===== config.mk =====
export PLATFORM = sky130hd
export DESIGN_NAME = run_sequencer
export DESIGN_NICKNAME = d
export VERILOG_FILES = /design/src/rtl/run_pkg.sv /design/src/rtl/run_sequencer.sv
export SDC_FILE = /design/constraint.sdc
export NUM_CORES = 1
export LEC_CHECK = 0
export CAP_MARGIN = 30
export CORE_MARGIN = 2
export CORE_UTILIZATION = 35
export DETAILED_ROUTE_END_ITERATION = 8
export RECOVER_POWER = 100
export SYNTH_ARGS = -nofsm -noshare
export SYNTH_HDL_FRONTEND = slang
export SYNTH_SLANG_ARGS = --single-unit

===== constraint.sdc =====
create_clock -name clk -period 2.6 [get_ports clk]
set_clock_uncertainty 0.15 [all_clocks]
set_input_delay 0.52 -clock clk [delete_from_list [all_inputs] [get_ports clk]]
set_output_delay 0.52 -clock clk [all_outputs]
set_load 0.005 [all_outputs]

===== src/rtl/run_pkg.sv =====
`default_nettype none
// +----------------------------------------------------------------------+
// | run_pkg : shared state encoding, counter types and default constants |
// | Revision: 1.0                                                        |
// +----------------------------------------------------------------------+
package run_pkg;

  localparam int c_default_load_bytes = 64;
  localparam int c_default_dump_base  = 64;
  localparam int c_default_dump_bytes = 32;
  localparam int c_default_timeout    = 4095;

  localparam int c_idx_w   = 8;
  localparam int c_count_w = 12;

  typedef logic [c_idx_w-1:0]   idx_t;
  typedef logic [c_count_w-1:0] count_t;

  typedef enum logic [1:0] {
    ST_IDLE = 2'd0,
    ST_LOAD = 2'd1,
    ST_RUN  = 2'd2,
    ST_DUMP = 2'd3
  } run_state_t;

endpackage
`default_nettype wire


===== src/rtl/run_sequencer.sv =====
`default_nettype none
// +----------------------------------------------------------------------+
// | run_sequencer : preload DMem, run the core until done or timeout,    |
// |                 then stream a result window back out.                |
// | Revision: 1.0                                                        |
// +----------------------------------------------------------------------+
module run_sequencer
  import run_pkg::*;
#(
  parameter int LOAD_BYTES = c_default_load_bytes,
  parameter int DUMP_BASE  = c_default_dump_base,
  parameter int DUMP_BYTES = c_default_dump_bytes,
  parameter int TIMEOUT    = c_default_timeout
) (
  input  logic       clk,
  input  logic       reset,
  input  logic       start,
  input  logic       load_valid,
  output logic       load_ready,
  input  logic [7:0] load_data,
  output logic       dm_own,
  output logic       dm_wen,
  output logic [7:0] dm_addr,
  output logic [7:0] dm_wdat,
  input  logic [7:0] dm_rdat,
  output logic       core_reset,
  input  logic       core_done,
  output logic       dump_valid,
  input  logic       dump_ready,
  output logic [7:0] dump_data,
  output logic       busy,
  output logic       error
);

  localparam idx_t   c_load_last    = idx_t'(LOAD_BYTES - 1);
  localparam idx_t   c_dump_last    = idx_t'(DUMP_BYTES - 1);
  localparam idx_t   c_dump_base    = idx_t'(DUMP_BASE);
  localparam count_t c_timeout_last = count_t'(TIMEOUT - 1);

  run_state_t r_state;
  run_state_t w_state_next;
  idx_t       r_idx;
  count_t     r_count;
  logic       r_error;

  logic w_load_fire;
  logic w_dump_fire;
  logic w_done_seen;
  logic w_timeout;

  assign w_load_fire = (r_state == ST_LOAD) && load_valid;
  assign w_dump_fire = (r_state == ST_DUMP) && dump_ready;
  // Count is zero only on the first RUN cycle, while the core PC leaves reset.
  assign w_done_seen = core_done && (r_count != '0);
  assign w_timeout   = (r_count == c_timeout_last);

  always_ff @(posedge clk) begin : p_state_reg
    if (!reset) begin
      r_state <= ST_IDLE;
    end else begin
      r_state <= w_state_next;
    end
  end

  always_comb begin : p_next_state
    w_state_next = r_state;
    case (r_state)
      ST_IDLE: if (start) w_state_next = ST_LOAD;
      ST_LOAD: if (w_load_fire && (r_idx == c_load_last)) w_state_next = ST_RUN;
      ST_RUN: begin
        if (w_done_seen) begin
          w_state_next = ST_DUMP;
        end else if (w_timeout) begin
          w_state_next = ST_IDLE;
        end
      end
      ST_DUMP: if (w_dump_fire && (r_idx == c_dump_last)) w_state_next = ST_IDLE;
      default: w_state_next = ST_IDLE;
    endcase
  end

  always_ff @(posedge clk) begin : p_counters
    if (!reset) begin
      r_idx   <= '0;
      r_count <= '0;
      r_error <= 1'b0;
    end else begin
      case (r_state)
        ST_IDLE: begin
          if (start) begin
            r_idx   <= '0;
            r_error <= 1'b0;
          end
        end
        ST_LOAD: begin
          r_count <= '0;
          if (w_load_fire) begin
            r_idx <= (r_idx == c_load_last) ? '0 : r_idx + idx_t'(1);
          end
        end
        ST_RUN: begin
          r_count <= r_count + count_t'(1);
          if (w_done_seen) begin
            r_idx <= '0;
          end else if (w_timeout) begin
            r_error <= 1'b1;
          end
        end
        ST_DUMP: begin
          if (w_dump_fire) begin
            r_idx <= (r_idx == c_dump_last) ? '0 : r_idx + idx_t'(1);
          end
        end
        default: r_idx <= '0;
      endcase
    end
  end

  always_comb begin : p_outputs
    busy       = 1'b1;
    dm_own     = 1'b1;
    core_reset = 1'b1;
    load_ready = 1'b0;
    dm_wen     = 1'b0;
    dm_addr    = '0;
    dm_wdat    = '0;
    dump_valid = 1'b0;
    dump_data  = '0;
    case (r_state)
      ST_IDLE: busy = 1'b0;
      ST_LOAD: begin
        load_ready = 1'b1;
        dm_wen     = load_valid;
        dm_addr    = r_idx;
        dm_wdat    = load_data;
      end
      ST_RUN: begin
        dm_own     = 1'b0;
        core_reset = 1'b0;
      end
      ST_DUMP: begin
        // Index only moves on a handshake, so address and data hold during a stall.
        dm_addr    = c_dump_base + r_idx;
        dump_valid = 1'b1;
        dump_data  = dm_rdat;
      end
      default: busy = 1'b0;
    endcase
  end

  assign error = r_error;

endmodule
`default_nettype wire

==> impl_metrics.tcl <==
set metrics [dict create \
    status "complete, no violations" \
    io_buffers 52 \
    synth_cell_type_count 43 \
    startpoint_type "flip-flop" \
    pin_count 53 \
    fmax_mhz 401.2 \
    critPathRequiredTime_ns 1.93 \
    ant_nets 0 \
    min_period_ns 2.493 \
    fp.dieH_um 69.47 \
    drt_first_iter_violations 41 \
    fillers 401 \
    antenna_found_initial 0 \
    worstPathMaxFanout 12 \
    setup_viol 0 \
    dieArea_um2 4826 \
    grt_max_degree 15 \
    grt.overflow.total 0 \
    die_w_um 69.47 \
    maxSlewHeadroom 0.5085 \
    finalSetupTns_ns 0 \
    max_cap_viol_count 0 \
    crit_arrival_ns 1.82 \
    netlist_instances 184 \
    cts_tree "yes" \
    avgSynthCellArea_um2 8.153 \
    critPathSlowestCell "clkdlybuf4s50_1" \
    core_area_um2 4058 \
    dpl_cell_area_um2 2106 \
    critPathCaptureType "output pin" \
    path_buf_inv 3 \
    final_area_um2 2120 \
    drt_wl_total_mm 3.692 \
    crit_type "reg -> out" \
    fin_hold_ws_ns 0.3662 \
    grt_usage 0.1569 \
    grt_pass1_wl_mm 6.334 \
    ctsLongestPathBuffers 2 \
    syn_area_um2 1500 \
    num_vias 1430 \
    firstDrtPassIters 4 \
    viasPerCell 4.914 \
    worstHoldPathType "reg -> reg" \
    synthArstFlopShare 0 \
    start_util 0.3697 \
    worst_slew_pin_slew_ns 0.7339 \
    placementRows 23 \
    hold_depth 2 \
    dp_hpwl_mm 2.941 \
    h-tree-depth 1 \
    hold_start "r_idx[1]" \
    finalHoldViolCount 0 \
    place_congestion 0.8117 \
    cpPeakStageDelay_ns 0.45 \
    insertion_delay_ns 0.27 \
    drive_gt1_frac 0.07469 \
    routedWlPerCell_um 12.69 \
    rrSetupSlack_ns 0.15 \
    drc 0 \
    path_clk_slew_ns 0.09 \
    r2r_start "r_idx[0]" \
    synth_edf_count 0 \
    yosys_warnings 0 \
    path_delay_family "buffers and inverters" \
    rsz0062_at_grt "no" \
    reg2reg_to "r_idx[3]" \
    synth-seq-cells 23 \
    diodes 0 \
    cts.sink_count 23 \
    cts_made_buffers 3 \
    yosysSeqAreaShare 0.3069 \
    fin_crit_sh 0.9588 \
    power_leakage_nw 0.7553 \
    syn_to_final_growth_pct 41.28 \
    path_cells "inv_1 -> ha_2 -> buf_4 -> mux2_2 -> clkdlybuf4s50_1" \
    synth_nets 215 \
    slew_viol_final 0 \
    ir_drop_uv 407.3 \
    nNetsFinal 273 \
    grt_pass1_vias 1364 \
    p_per_area_nw_per_um2 644.9 \
    hold-path-endpoint "r_idx[1]" \
    yosys_most_used_dff "dfxtp_1" \
    r2r_cells 6 \
    cp.depth 5 \
    postCtsHoldBufs 0 \
    cts_root_buf "clkbuf_8" \
    postCtsSetupRepairBufs 0 \
]
==> per-stage QoR <==
stage	utilization	cells	setup slack, ns	power, mW
3_5_place_dp	0.5190	287	0.2897	1.189
4_1_cts	0.5313	291	0.06042	1.429
3_3_place_gp	0.5190	287	0.2788	1.192
6_report	0.5224	291	0.1072	1.367
2_1_floorplan	-	184	0.6191	0.8734
5_1_grt	0.5224	291	0.01651	1.475
==> synthesized netlist by cell type, types with 2 or more instances <==
cell / count / share of area
nor2b_1: 3 / 0.013
nor2_1: 17 / 0.043
o21ai_0: 3 / 0.010
xnor2_1: 2 / 0.012
nand3_1: 7 / 0.023
and2_1: 21 / 0.088
a21oi_1: 10 / 0.033
o21a_1: 3 / 0.015
a31oi_1: 3 / 0.013
xor2_1: 7 / 0.041
a31oi_4: 2 / 0.028
clkbuf_1: 4 / 0.010
ha_1: 9 / 0.075
or3_1: 4 / 0.017
dfxtp_1: 23 / 0.31
nor3_1: 4 / 0.013
mux2i_1: 2 / 0.013
inv_1: 14 / 0.035
or4_1: 3 / 0.015
nand2_1: 12 / 0.030
nand2b_1: 3 / 0.013
nand4_1: 7 / 0.029
==> sequential cells by signal (all words and copies together) (netlist names) <==
register / count
error: 1
r_state: 2
r_count: 12
r_idx: 8
==> tightest hold or removal path: stages, from the launching register on <==
cell	delay [ns]
dfxtp_1	0.35
nand2_1	0.07
a21oi_1	0.05
==> placed cells by master, fill, tap and decap left out, types with 2 or more instances in the layout <==
cell	Yosys	final
nand2_1	12	12
ha_2	0	2
o21a_1	3	3
a31oi_1	3	5
a21oi_1	10	10
nor2b_1	3	3
nand4_1	7	7
nor2_1	17	16
nand2b_1	3	3
clkdlybuf4s50_1	0	45
inv_1	14	14
or4_1	3	3
and2_0	0	10
dlygate4sd3_1	0	7
buf_4	1	4
clkbuf_8	0	3
xnor2_1	2	2
nand3_1	7	7
ha_1	9	7
clkbuf_1	4	2
nor3_1	4	4
and2_1	21	11
xor2_1	7	7
or3_1	4	4
dfxtp_1	23	22
o21ai_0	3	4
mux2i_1	2	2
==> kinds of logic after synthesis <==
logic type               count (synthesis)  synth area share
flip-flops                              23            0.3069
AO/OA/AOI/OAI                           31            0.1601
buffers and inverters                   20           0.05254
XOR/XNOR                                 9           0.05255
adder cells (fa/ha/maj)                  9           0.07506
AND/OR/NAND/NOR                         89            0.3319
multiplexers                             3           0.02085
==> repair_timing <==
| item | in CTS | in global routing |
|---|---|---|
| endpoints found under the setup margin | 1 | 3 |
| hold endpoints to repair | 0 | 0 |
| resized for setup | 1 | 3 |
==> worst max path at each step <==
stage | slack (ns) | start | end
finish | 0.11 | r_state[1] | dm_addr[6]
global route | 0.02 | r_state[1] | dm_wdat[0]
CTS | 0.06 | r_state[1] | dm_addr[6]
detailed placement | 0.29 | start | r_idx[4]
global placement | 0.28 | r_state[1] | dm_addr[6]
floorplan | 0.62 | r_state[0] | r_idx[3]
==> metal layers <==
layer	global-route usage	routed length [um]
met5	0	0
met3	0.02907	151
met1	0.1923	1692
met4	0.03922	26
met2	0.2810	1821
==> area by class of cell <==
type | count | area (um2) | area share
clock buffers | 3 | 41.29 | 0.01948
well taps | 50 | 62.56 | 0.02952
repair buffers | 58 | 558.0 | 0.2633
multi-input cells | 141 | 932.1 | 0.4398
inverters | 15 | 56.30 | 0.02656
clock inverters | 1 | 7.507 | 0.003542
flip-flops and latches | 23 | 461.7 | 0.2178
==> power by group <==
group	internal, mW	total [mW]	switching [mW]	leakage (nW)
sequential	0.381	0.419	0.0374	0.186
clock	0.109	0.234	0.125	0.0217
combinational	0.346	0.714	0.368	0.547
total	0.836	1.37	0.531	0.755
(Power assumes the default switching activity.)
==> variant, RTL diff (same flow settings) <==
Register the output `error` once more, without a reset; this adds one clock of latency there. The other outputs are not delayed to match.
--- a/src/rtl/run_sequencer.sv
+++ b/src/rtl/run_sequencer.sv
@@ -148,7 +148,9 @@
     endcase
   end
 
-  assign error = r_error;
+  always_ff @(posedge clk) begin
+    error <= r_error;
+  end
 
 endmodule
 `default_nettype wire
Check against the original RTL: no difference found for any inputs over 10 cycles, from zero or initial values and one cycle with reset low; that may be too few to reach the edited logic, so the function may still have changed.
==> variant against the original RTL <==
Routed wire length fell by 1.8%; sequential power increased by 3%; setup slack improved by 0.011 ns; register-to-register slack better by 0.03 ns; sequential cell count increased by 1; cell area rose by 2.7%; power is 2.9% higher; global-route usage is 0.43 points lower; synthesized area is 0.25% higher; critical path type unchanged; highest routed layer unchanged.
==> variant: results (changes against the original RTL) <==
- Status: completed
- Diode count: 0 (unchanged)
- Vias: 1425 (-0.35%)
- Fin nets: 267 (-2.2%)
- Post_cts resized: 3 (+2)
- Synth Area in XOR/XNOR: 7.57% (+2.3 points)
- WL/cell: 12.7 µm (+0.28%)
- Compound-Gate Fraction of Synth Area: 12.2% (-3.8 points)
- Multiplexer area fraction after synthesis: 2.08% (-0.0052 points)
- Static Leakage: 0.795 nW (+5.3%)
- Seq pwr share: 30.7% (about the same)
- Filler cells: 374 (-6.7%)
- Final Wtd Congestion: 0.807 (-0.54%)
- P_seq: 432 µW (+3%)
- Grt met2 use: 24.9% (-3.2 points)
- Max rail drop VDD: 0.415 mV (+2.0%)
- Post-synthesis area per instance: 8.45 µm² (+3.6%)
- Crit Path Max Fanout: 9 (-3)
- Met1 GRT Util: 21.1% (+1.9 points)
- Dpl hpwl: 2.91 mm (-0.90%)
- DRT iter0 DRCs: 43 (+4.9%)
- CP max stage delay: 0.51 ns (+0.06 ns)
- Dpl cell area: 0.00211 mm² (+0.18%)
- Syn_nets: 209 (-2.8%)
- First-pass GRT wire length: 6.15 mm (-3.0%)
- P_int: 923 µW (+10%)
- GRT Overall Usage: 15.3% (-0.43 points)
- Synth top area cells: dfxtp_1 32%, and2_1 8.7%, ha_1 7.5%, nor2_1 5.2%, xor2_1 4.7%
- Worst rel slew slack: 55.5% (+4.7 points)
- Register area share after synthesis: 31.9% (+1.3 points)
- Synth Area in Adders: 7.49% (-0.019 points)
- Clk. pwr: 330 µW (+41%)
- Inst Count DP: 281 (-2.1%)
- Vias per cell: 5.00 (+1.7%)
[variant: cell type report]
class / count / area, µm² / share of cell area (%)
Sequential cell: 24 / 482 / 22.1
Timing Repair Buffer: 58 / 554 / 25.5
Clock inverter: 1 / 30.0 / 1.38
Clock buffer: 3 / 41.3 / 1.90
Multi-Input combinational cell: 135 / 953 / 43.8
Tap cell: 50 / 62.6 / 2.88
Inverter: 14 / 52.6 / 2.42
[variant: final timing paths]
| path | startpoint | to | slack (ns) | cells after the start |
|---|---|---|---|---|
| setup / recovery | r_state[0] | dump_data[3] | 0.12 | 5 |
| hold / removal | r_error | error | 0.21 | 0 |
| setup reg to reg | r_state[1] | r_idx[4] | 0.18 | 7 |
| hold reg to reg | r_error | error | 0.21 | 0 |
[variant: layer usage]
| layer | share of wire [%] | vias to the layer above |
|---|---|---|
| li1 | - | 720 |
| met1 | 48 | 635 |
| met2 | 43 | 66 |
| met3 | 8.0 | 4 |
| met4 | 1.1 | 0 |
| met5 | 0 | - |
